$ cat src/rtl/nibble_adder_pkg.sv
// Shared types and constants for the nibble-serial adder: FSM state encoding
// and the width of one adder slice.
package nibble_adder_pkg;

    typedef enum logic [1:0] {
        IDLE = 2'b00,
        ADD  = 2'b01,
        DONE = 2'b10
    } nsa_state_t;

    localparam int NIBBLE_W = 4;

endpackage

$ cat src/rtl/adder_4bit.sv
// Shared 4-bit ripple datapath: one nibble plus carry in, nibble sum plus carry out.
module adder_4bit (
    input  logic [3:0] a,
    input  logic [3:0] b,
    input  logic       cin,
    output logic [3:0] sum,
    output logic       cout
);

    assign {cout, sum} = {1'b0, a} + {1'b0, b} + {4'b0000, cin};

endmodule

$ cat src/rtl/nibble_serial_adder.sv
// Adds two WIDTH-bit operands one nibble per cycle (LSB first) through a single
// adder_4bit, with valid/ready handshakes on start and result.
module nibble_serial_adder
    import nibble_adder_pkg::*;
#(
    parameter int WIDTH = 16
) (
    input  logic             clk,
    input  logic             rst,
    input  logic             start_valid,
    output logic             start_ready,
    input  logic [WIDTH-1:0] op_a,
    input  logic [WIDTH-1:0] op_b,
    input  logic             carry_in,
    output logic             result_valid,
    input  logic             result_ready,
    output logic [WIDTH-1:0] sum,
    output logic             carry_out,
    output logic             busy
);

    localparam int NUM_NIBBLES = WIDTH / NIBBLE_W;
    localparam int CNT_W       = $clog2(NUM_NIBBLES) + 1;
    localparam logic [CNT_W-1:0] LAST_CNT = CNT_W'(NUM_NIBBLES - 1);

    nsa_state_t       state_r;
    nsa_state_t       state_nxt_s;
    logic [WIDTH-1:0] a_sh_r;
    logic [WIDTH-1:0] b_sh_r;
    logic [WIDTH-1:0] sum_r;
    logic [WIDTH-1:0] sum_shift_s;
    logic             carry_r;
    logic             carry_out_r;
    logic [CNT_W-1:0] count_r;
    logic [3:0]       nib_sum_s;
    logic             nib_cout_s;
    logic             last_s;

    adder_4bit u_adder (
        .a    (a_sh_r[3:0]),
        .b    (b_sh_r[3:0]),
        .cin  (carry_r),
        .sum  (nib_sum_s),
        .cout (nib_cout_s)
    );

    // New nibble enters at the top while the partial sum moves down one nibble.
    assign sum_shift_s = WIDTH'({nib_sum_s, sum_r} >> NIBBLE_W);
    assign last_s      = (count_r == LAST_CNT);

    // Next-state decode; unused encodings fall back to IDLE.
    always_comb begin
        state_nxt_s = state_r;
        case (state_r)
            IDLE: begin
                if (start_valid) begin
                    state_nxt_s = ADD;
                end else begin
                    state_nxt_s = IDLE;
                end
            end
            ADD: begin
                if (last_s) begin
                    state_nxt_s = DONE;
                end else begin
                    state_nxt_s = ADD;
                end
            end
            DONE: begin
                if (result_ready) begin
                    state_nxt_s = IDLE;
                end else begin
                    state_nxt_s = DONE;
                end
            end
            default: state_nxt_s = IDLE;
        endcase
    end

    // State register plus operand shifters, carry register, counter and result.
    always_ff @(posedge clk) begin
        if (rst) begin
            state_r     <= IDLE;
            a_sh_r      <= '0;
            b_sh_r      <= '0;
            sum_r       <= '0;
            carry_r     <= 1'b0;
            carry_out_r <= 1'b0;
            count_r     <= '0;
        end else begin
            state_r <= state_nxt_s;
            case (state_r)
                IDLE: begin
                    if (start_valid) begin
                        a_sh_r  <= op_a;
                        b_sh_r  <= op_b;
                        carry_r <= carry_in;
                        count_r <= '0;
                    end
                end
                ADD: begin
                    sum_r   <= sum_shift_s;
                    a_sh_r  <= a_sh_r >> NIBBLE_W;
                    b_sh_r  <= b_sh_r >> NIBBLE_W;
                    carry_r <= nib_cout_s;
                    count_r <= count_r + {{(CNT_W-1){1'b0}}, 1'b1};
                    if (last_s) begin
                        carry_out_r <= nib_cout_s;
                    end
                end
                default: begin
                end
            endcase
        end
    end

    assign start_ready  = (state_r == IDLE);
    assign result_valid = (state_r == DONE);
    assign busy         = (state_r == ADD) || (state_r == DONE);
    assign sum          = sum_r;
    assign carry_out    = carry_out_r;

endmodule
$ cat config.mk
export PLATFORM = sky130hd
export DESIGN_NAME = nibble_serial_adder
export DESIGN_NICKNAME = d
export VERILOG_FILES = /design/src/rtl/nibble_adder_pkg.sv /design/src/rtl/adder_4bit.sv /design/src/rtl/nibble_serial_adder.sv
export SDC_FILE = /design/constraint.sdc
export NUM_CORES = 1
export LEC_CHECK = 0
export CAP_MARGIN = 20
export CELL_PAD_IN_SITES_DETAIL_PLACEMENT = 1
export CELL_PAD_IN_SITES_GLOBAL_PLACEMENT = 1
export CORE_ASPECT_RATIO = 1.5
export CORE_UTILIZATION = 25
export CTS_CLUSTER_DIAMETER = 200
export DETAILED_ROUTE_END_ITERATION = 8
export PLACE_DENSITY_LB_ADDON = 0.1
export SETUP_SLACK_MARGIN = 0.05
export SLEW_MARGIN = 5
export SYNTH_ARGS = -nofsm -noshare
export SYNTH_HDL_FRONTEND = slang
export SYNTH_SLANG_ARGS = --single-unit
$ cat constraint.sdc
create_clock -name clk -period 3.7 [get_ports clk]
set_input_delay 1.11 -clock clk [delete_from_list [all_inputs] [get_ports clk]]
set_output_delay 1.11 -clock clk [all_outputs]
set_load 0.02 [all_outputs]
==> impl_metrics.py, run 1 <==
metrics = {
    "worst_hold_path": {
        "hp-start": "count_r[1]",
        "worstHoldEndpoint": "count_r[1]",
        "hold_depth": 2,
        "worstHoldPathType": "flip-flop to flip-flop",
    },
    "layout": {
        "drive_gt1_share_pct": 7.74,
        "multi_input_area_um2": 1260,
        "fillers": 1120,
        "regArea_um2": 1100,
        "antenna_cells": 0,
        "nets": 357,
        "area_growth_pct": 32.5,
    },
    "worst_setup_path": {
        "arrival_ps": 1890,
        "cp_max_fo": 13,
        "required_ps": 2590,
        "reg2reg_from": "state_r[1]",
        "end_kind": "primary output",
        "cp-startpoint": "state_r[0]",
        "crit_type": "flip-flop to primary output",
        "reg2regPathDepth": 7,
        "r2r_setup_slack_ps": 1530,
        "startpoint_type": "flip-flop",
        "r2r_end": "count_r[0]",
    },
    "power_and_ir_drop": {
        "power_switching_mw": 0.385,
        "pwr-share-comb_pct": 18.7,
        "swShare_pct": 27.6,
        "p_per_area_nw_per_um2": 422,
        "vdd_ir_drop_max_mv": 0.195,
        "p_int_mw": 1.01,
        "clkPwrFrac_pct": 34.2,
        "seqPwrFrac_pct": 47.2,
        "p_leak_nw": 1.22,
    },
    "sta": {
        "tns_ps": 0,
        "final-setup-viol-count": 0,
        "finalHoldViolCount": 0,
        "whs_ps": 468,
        "fin_crit_sh_pct": 81.0,
        "tightest_slew_ps": 792,
        "period_needed_ps": 3000,
        "finClkSkew_ps": 2.47,
        "max_freq_mhz": 334,
        "slew_violations": 0,
        "rsz0062_at_grt": "no",
        "maxSlewHeadroom_pct": 47.2,
    },
    "place": {
        "hpwl_um": 4270,
        "numPortBuffers": 56,
        "routabilityCongestion": 0.665,
    },
    "global_routing": {
        "antenna_found_initial": 0,
        "grt-ovfl-total": 0,
        "grt_max_degree": 52,
        "grt_pass1_vias": 2010,
        "grt_usage_pct": 12.7,
        "grt_pass1_wl_um": 10300,
    },
    "routing": {
        "vias": 1977,
        "routedWlPerCell_um": 14.5,
        "drtIter0Drc": 53,
        "ant_nets": 0,
        "drc": 0,
        "drt_first_pass_iters": 4,
        "wirelength_um": 6160,
        "viasPerCell": 4.65,
    },
    "cts": {
        "cts-resized-gates": 0,
        "clk_pin_slew_worst_paths_ps": 70,
        "clk_latency_ps": 300,
        "cts.sinks": 55,
        "cts_buffers": 5,
        "cts_buffer_depth": 2,
        "cts_hold_buf": 0,
        "htree_levels": 2,
        "cts_tree": "built",
        "post-cts-setup-buffers": 0,
        "root_buffer": "clkbuf_16",
    },
    "die": {
        "core-area_um2": 9690,
        "die_h_um": 124,
        "die_area_um2": 10400,
        "start_util_pct": 25.7,
        "die_x_um": 83.5,
        "fp-row-count": 44,
        "io_pins": 57,
    },
    "logic_synthesis": {
        "ys_ff_latch": 55,
        "synthCells": 259,
        "synth.cell_area_um2": 2490,
        "synth.distinct_cells": 32,
        "seq_area_frac_synth_pct": 44.2,
        "syn_avg_cell_area_um2": 9.63,
        "synth_fp_nets": 307,
        "yosysWarnings": 0,
    },
    "run_status": {
        "status": "finished clean",
    },
    "flow_run": {
        "cap_violations": 0,
    },
}
==> worst max-delay path by stage <==
| stage | end |
|---|---|
| 6_report | start_ready |
| 5_1_grt | start_ready |
| 4_1_cts | start_ready |
| 3_5_place_dp | a_sh_r[0] |
| 3_3_place_gp | b_sh_r[10] |
| 2_1_floorplan | a_sh_r[0] |
==> routing by layer <==
metal / vias to the layer above / GRT usage [%] / part of all wire, %
met5: - / 0 / 0
met4: 0 / 4.79 / 1.7
met3: 6 / 2.65 / 3.2
met2: 37 / 22.4 / 52
met1: 921 / 15.1 / 44
li1: 1013 / - / -
==> layout make-up <==
cell class                      instances  share of cell area, %
Timing Repair Buffer                   62                   18.8
Tap cell                              115                   4.36
Inverter                                9                   1.10
Sequential cell                        55                   33.3
Clock inverter                          3                  0.606
Multi-Input combinational cell        176                   38.0
Clock buffer                            5                   3.79
==> cell usage in the layout, fill, tap and decap left out, types with 3 or more instances in the layout <==
cell	n
nor2b_1	3
nor2_1	50
nor3_1	3
clkdlybuf4s50_1	55
nand3_1	6
ha_1	8
nand2b_1	4
inv_1	8
clkbuf_16	5
a211oi_2	5
a211oi_1	20
a22oi_1	5
dfxtp_1	55
buf_4	5
nand2_1	4
mux2i_1	38
a21oi_1	14
==> power groups by stage <==
stage	combinational, mW	clock (mW)	sequential [mW]
6_report	0.260	0.476	0.658
5_1_grt	0.291	0.523	0.664
4_1_cts	0.261	0.502	0.659
3_5_place_dp	0.260	0	0.673
3_3_place_gp	0.258	0	0.672
2_1_floorplan	0.163	0	0.672
==> sequential cells by signal (all words and copies together) (netlist names) <==
name	flops
a_sh_r	16
b_sh_r	16
sum	16
count_r	3
state_r	2
carry_out	1
carry_r	1
==> Yosys cell counts, drive strengths merged <==
master / number / share of area [%]
a2111oi: 1 / 0.35
a211oi: 25 / 8.5
a21oi: 14 / 2.8
a22oi: 5 / 1.5
a311oi: 1 / 0.35
a31oi: 2 / 0.50
and3: 1 / 0.25
buf: 16 / 4.0
clkbuf: 3 / 0.45
dfxtp: 55 / 44
fa: 2 / 1.6
ha: 9 / 4.5
inv: 9 / 1.5
mux2i: 38 / 15
nand2: 4 / 0.60
nand2b: 4 / 1.0
nand3: 6 / 1.2
nor2: 50 / 7.5
nor2b: 3 / 0.75
nor3: 3 / 0.60
nor3b: 1 / 0.30
nor4b: 1 / 0.35
o21a: 1 / 0.30
o21ai: 3 / 0.75
o41ai: 1 / 0.65
or3: 1 / 0.25
==> cell families (layout without fill, tap and decap cells) <==
| group | count (synthesis) | in the layout | share of synthesized area (%) |
|---|---|---|---|
| simple gates | 74 | 74 | 12.8 |
| flops | 55 | 55 | 44.2 |
| compound gates | 53 | 53 | 15.8 |
| mux | 38 | 38 | 15.3 |
| buf+inv | 28 | 79 | 5.87 |
| fa+ha+maj | 11 | 11 | 6.12 |
==> metrics by stage <==
stage	instances	total power [mW]	worst slack (ps)	area [um^2]	util (%)
global route	425	1.48	575	3300	34.1
global placement	416	0.930	785	3130	32.3
CTS	424	1.42	659	3280	33.8
detailed placement	416	0.933	745	3130	32.3
finish	425	1.39	704	3300	34.1
floorplan	259	0.835	1830	2490	-
==> worst max-delay path: stages, from the launching register on <==
cell and delay, ps:
dfxtp_1 330, inv_1 90, ha_1 470, clkdlybuf4s50_1 700
No activity file was read; power rests on OpenSTA's default activity.
==> inputs of run 2 (changes only) <==
- clock period: 3.7 -> 2.4 ns (I/O delays scaled with it)
==> impl_metrics.py, run 2 (same netlist as run 1, synthesis figures left out) <==
metrics = {
    "routing": {
        "viasPerCell": 4.59,
        "drt_first_pass_iters": 4,
        "ant_nets": 0,
        "wirelength_um": 6040,
        "drc": 0,
        "vias": 1961,
        "drtIter0Drc": 67,
        "routedWlPerCell_um": 14.1,
    },
    "worst_setup_path": {
        "end_kind": "primary output",
        "crit_type": "flip-flop to primary output",
        "arrival_ps": 1500,
        "required_ps": 1680,
        "cp_max_fo": 3,
        "startpoint_type": "flip-flop",
    },
    "place": {
        "hpwl_um": 4310,
        "numPortBuffers": 56,
        "routabilityCongestion": 0.698,
    },
    "global_routing": {
        "grt-ovfl-total": 0,
        "grt_pass1_wl_um": 10200,
        "grt_usage_pct": 12.6,
        "antenna_found_initial": 0,
        "grt_max_degree": 48,
        "grt_pass1_vias": 1951,
    },
    "sta": {
        "rsz0062_at_grt": "no",
        "period_needed_ps": 2220,
        "maxSlewHeadroom_pct": 68.4,
        "final-setup-viol-count": 0,
        "fin_crit_sh_pct": 92.6,
        "max_freq_mhz": 450,
        "tightest_slew_ps": 474,
        "slew_violations": 0,
        "finClkSkew_ps": 7.60,
        "finalHoldViolCount": 0,
        "tns_ps": 0,
    },
    "worst_hold_path": {
        "worstHoldPathType": "flip-flop to flip-flop",
    },
    "die": {
        "fp-row-count": 44,
        "die_h_um": 124,
        "start_util_pct": 25.7,
        "io_pins": 57,
        "core-area_um2": 9690,
        "die_x_um": 83.5,
        "die_area_um2": 10400,
    },
    "power_and_ir_drop": {
        "p_leak_nw": 1.24,
        "pwr-share-comb_pct": 18.2,
        "power_mw": 2.17,
        "clkPwrFrac_pct": 35.0,
        "swShare_pct": 28.0,
        "p_int_mw": 1.56,
        "vdd_ir_drop_max_mv": 0.362,
        "p_per_area_nw_per_um2": 655,
        "power_switching_mw": 0.609,
        "seqPwrFrac_pct": 46.7,
    },
    "layout": {
        "nets": 359,
        "area_growth_pct": 33.0,
        "final_common_cell": "dfxtp_1",
        "drive_gt1_share_pct": 8.33,
        "antenna_cells": 0,
        "final_cell_mix": "55 x dfxtp_1, 54 x clkdlybuf4s50_1, 50 x nor2_1, 38 x mux2i_1, 20 x a211oi_1",
    },
    "cts": {
        "clk_pin_slew_worst_paths_ps": 80,
        "cts_buffers": 5,
        "cts.sinks": 55,
        "post-cts-setup-buffers": 0,
        "htree_levels": 2,
        "clk_latency_ps": 300,
        "cts_buffer_depth": 2,
        "root_buffer": "clkbuf_16",
        "cts_tree": "built",
    },
    "run_status": {
        "status": "finished clean",
    },
    "flow_run": {
        "cap_violations": 0,
    },
}
-- run 2: cell type report --
cell class,count,area (um^2)
clock buffers,5,125
clock inverters,3,27.5
fillers,1121,6370
inverters,9,36.3
multi-input cells,176,1260
flip-flops and latches,55,1100
well taps,115,144
repair buffers,64,627
-- run 2: through the flow --
| step | instance area, um^2 | setup WS, ps | util, % | hold WS (ps) | instances |
|---|---|---|---|---|---|
| finish | 3320 | 177 | 34.2 | 471 | 427 |
| global route | 3320 | 81.2 | 34.2 | 506 | 427 |
| CTS | 3320 | 152 | 34.2 | 472 | 427 |
| detailed placement | 3170 | 263 | 32.7 | 461 | 419 |
| global placement | 3170 | 299 | 32.7 | 453 | 419 |
| floorplan | 2490 | 736 | - | 436 | 259 |
-- run 2: worst paths after layout --
kind,from,to,slack (ps),cells past startpoint
hold reg to reg,count_r[1],count_r[1],470,2
hold / removal,count_r[1],count_r[1],470,2
setup / recovery,state_r[0],result_valid,180,3
setup reg to reg,a_sh_r[0],carry_out,700,7
-- run 2: worst max-delay path: stages, from the launching register on --
cell and delay, ps:
dfxtp_1 340, inv_1 90, ha_1 180, clkdlybuf4s50_1 600
-- run 2: metal layers --
layer,wire length (um),track usage [%]
met5,0,0
met4,110,5.08
met3,158,2.58
met2,3080,21.0
met1,2690,15.6
-- run 2: power groups by stage --
stage / Combinational, mW / Sequential (mW) / Clock (mW)
after floorplan: 0.251 / 1.04 / 0
after global placement: 0.402 / 1.04 / 0
after detailed placement: 0.405 / 1.04 / 0
after CTS: 0.407 / 1.02 / 0.800
after global routing: 0.445 / 1.03 / 0.837
final: 0.396 / 1.02 / 0.762
-- run 2: timing repair --
item | CTS | global route
gates resized for setup | 1 | 0
endpoints found under the setup margin | 1 | 0
hold buffers | 0 | 0
==> inputs of run 3 (changes only) <==
- SYNTH_HIERARCHICAL: unset -> 1
==> impl_metrics.py, run 3 <==
metrics = {
    "run_status": {
        "status": "finished clean",
    },
    "cts": {
        "post-cts-setup-buffers": 0,
        "root_buffer": "clkbuf_16",
        "cts_buffers": 5,
        "cts_hold_buf": 0,
        "htree_levels": 2,
        "cts_buffer_depth": 2,
        "cts.sinks": 55,
        "clk_pin_slew_worst_paths_ps": 70,
        "cts_tree": "built",
        "clk_latency_ps": 300,
    },
    "layout": {
        "drive_gt1_share_pct": 6.78,
        "multi_input_area_um2": 1190,
        "postLayoutCellArea_um2": 3280,
        "final_common_cell": "dfxtp_1",
        "regArea_um2": 1100,
        "area_growth_pct": 33.7,
        "nets": 343,
        "final_cell_mix": "55 x dfxtp_1, 53 x clkdlybuf4s50_1, 49 x nor2_1, 42 x mux2i_1, 24 x a211oi_1",
        "antenna_cells": 0,
        "fillers": 1082,
    },
    "logic_synthesis": {
        "synth.cell_area_um2": 2450,
        "synth.distinct_cells": 29,
        "ys_async_sr_fraction_pct": 0,
        "synth_top_area_share_pct": 44.9,
        "yosysTopAreaCell": "dfxtp_1",
        "synthCells": 244,
        "synth_fp_nets": 293,
        "synth-edff-count": 0,
        "yosysWarnings": 6,
        "ys_top_cells_by_count": "55 x dfxtp_1, 49 x nor2_1, 42 x mux2i_1, 24 x a211oi_1, 10 x ha_1",
        "ys_ff_latch": 55,
        "seq_area_frac_synth_pct": 44.9,
        "syn_avg_cell_area_um2": 10.0,
        "synth.most_common_cell": "dfxtp_1",
        "yosys-top-cells-area": "dfxtp_1 45%, mux2i_1 17%, nor2_1 7.5%",
        "synthFlopType": "dfxtp_1",
    },
    "global_routing": {
        "grt_max_degree": 54,
        "use_met2_pct": 19.8,
        "use_met3_pct": 2.94,
        "top_usage_layer": "met2",
        "grt-ovfl-total": 0,
        "grt_pass1_wl_um": 9400,
        "antenna_found_initial": 0,
        "grt_usage_pct": 11.9,
        "grt_pass1_vias": 1888,
        "grt_util_met1_pct": 14.3,
    },
    "power_and_ir_drop": {
        "p_per_area_nw_per_um2": 690,
        "clkPwrFrac_pct": 37.8,
        "p_int_mw": 1.70,
        "swShare_pct": 24.9,
        "seqPwrFrac_pct": 44.9,
        "p_leak_nw": 1.26,
        "vdd_ir_drop_max_mv": 0.286,
        "pwr-share-comb_pct": 17.3,
        "power_switching_mw": 0.562,
    },
    "routing": {
        "viasPerCell": 4.52,
        "routedWlPerCell_um": 13.6,
        "drt_first_pass_iters": 3,
        "vias": 1840,
        "drc": 0,
        "drtIter0Drc": 36,
        "wirelength_um": 5540,
        "ant_nets": 0,
    },
    "worst_hold_path": {
        "worstHoldPathType": "flip-flop to flip-flop",
    },
    "worst_setup_path": {
        "startpoint_type": "flip-flop",
        "end_kind": "primary output",
        "required_ps": 1680,
        "arrival_ps": 1510,
        "cp_max_fo": 4,
        "crit_type": "flip-flop to primary output",
    },
    "sta": {
        "max_freq_mhz": 449,
        "finClkSkew_ps": 7.67,
        "slew_violations": 0,
        "rsz0062_at_grt": "no",
        "fin_crit_sh_pct": 92.8,
        "period_needed_ps": 2230,
        "tns_ps": 0,
        "finalHoldViolCount": 0,
        "maxSlewHeadroom_pct": 71.4,
        "final-setup-viol-count": 0,
        "tightest_slew_ps": 429,
    },
    "die": {
        "die_area_um2": 10200,
        "start_util_pct": 26.2,
        "die_h_um": 123,
        "fp-row-count": 43,
        "io_pins": 57,
        "core-area_um2": 9360,
        "die_x_um": 82.8,
    },
    "place": {
        "hpwl_um": 3940,
        "post_dp_cell_area_um2": 3100,
        "routabilityCongestion": 0.645,
        "numPortBuffers": 56,
    },
    "flow_run": {
        "cap_violations": 0,
    },
}
run 3: per-layer routing:
metal / vias up / part of all wire, %
met5: - / 0
met4: 0 / 2.2
met3: 7 / 3.5
met2: 42 / 49
met1: 839 / 45
li1: 952 / -
run 3: worst paths after layout:
check	from	end	slack, ps	depth (start not counted)
worst max-delay path	state_r[0]	result_valid	170	3
worst min-delay path	count_r[2]	count_r[2]	460	2
worst max register to register	b_sh_r[0]	carry_r	600	8
worst min register to register	count_r[2]	count_r[2]	460	2
run 3: logic make-up after synthesis:
family / Yosys count / synth area share, %
simple gates: 63 / 10.6
flops: 55 / 44.9
mux: 43 / 17.8
compound gates: 42 / 12.8
buf+inv: 27 / 6.38
fa+ha+maj: 12 / 6.74
xor+xnor: 2 / 0.715
run 3: cell type report:
class | instances | share of cell area [%]
Clock buffer | 6 | 4.24
Timing Repair Buffer | 62 | 19.4
Multi-Input combinational cell | 162 | 36.5
Clock inverter | 2 | 1.07
Sequential cell | 55 | 33.6
Tap cell | 112 | 4.28
Inverter | 8 | 0.917
run 3: power by group through the flow:
stage               logic (mW)  registers (mW)  clock network [mW]
floorplan                0.259            1.04                   0
global placement         0.400            1.04                   0
detailed placement       0.405            1.04                   0
CTS                      0.404            1.02               0.899
global route             0.438            1.02               0.943
finish                   0.391            1.01               0.854
run 3: timing repair:
| action | CTS | global route |
|---|---|---|
| setup endpoints to repair | 2 | 0 |
| endpoints found under the hold margin | 0 | 0 |
| gates resized for setup | 2 | 0 |
run 3: worst max-delay path, stage by stage, from the launching register on:
cell and delay, ps:
dfxtp_1 390, inv_1 80, ha_1 210, clkdlybuf4s50_1 530
run 3: metrics by stage:
stage                     setup WS [ps]  util [%]  cells  hold WS (ps)  power (mW)
after floorplan                     828         -    244           432        1.30
after global placement              368      33.2    399           440        1.44
after detailed placement            339      33.2    399           452        1.44
after CTS                           151      35.0    407           463        2.32
after global routing               88.0      35.0    407           474        2.40
final                               174      35.0    407           462        2.26
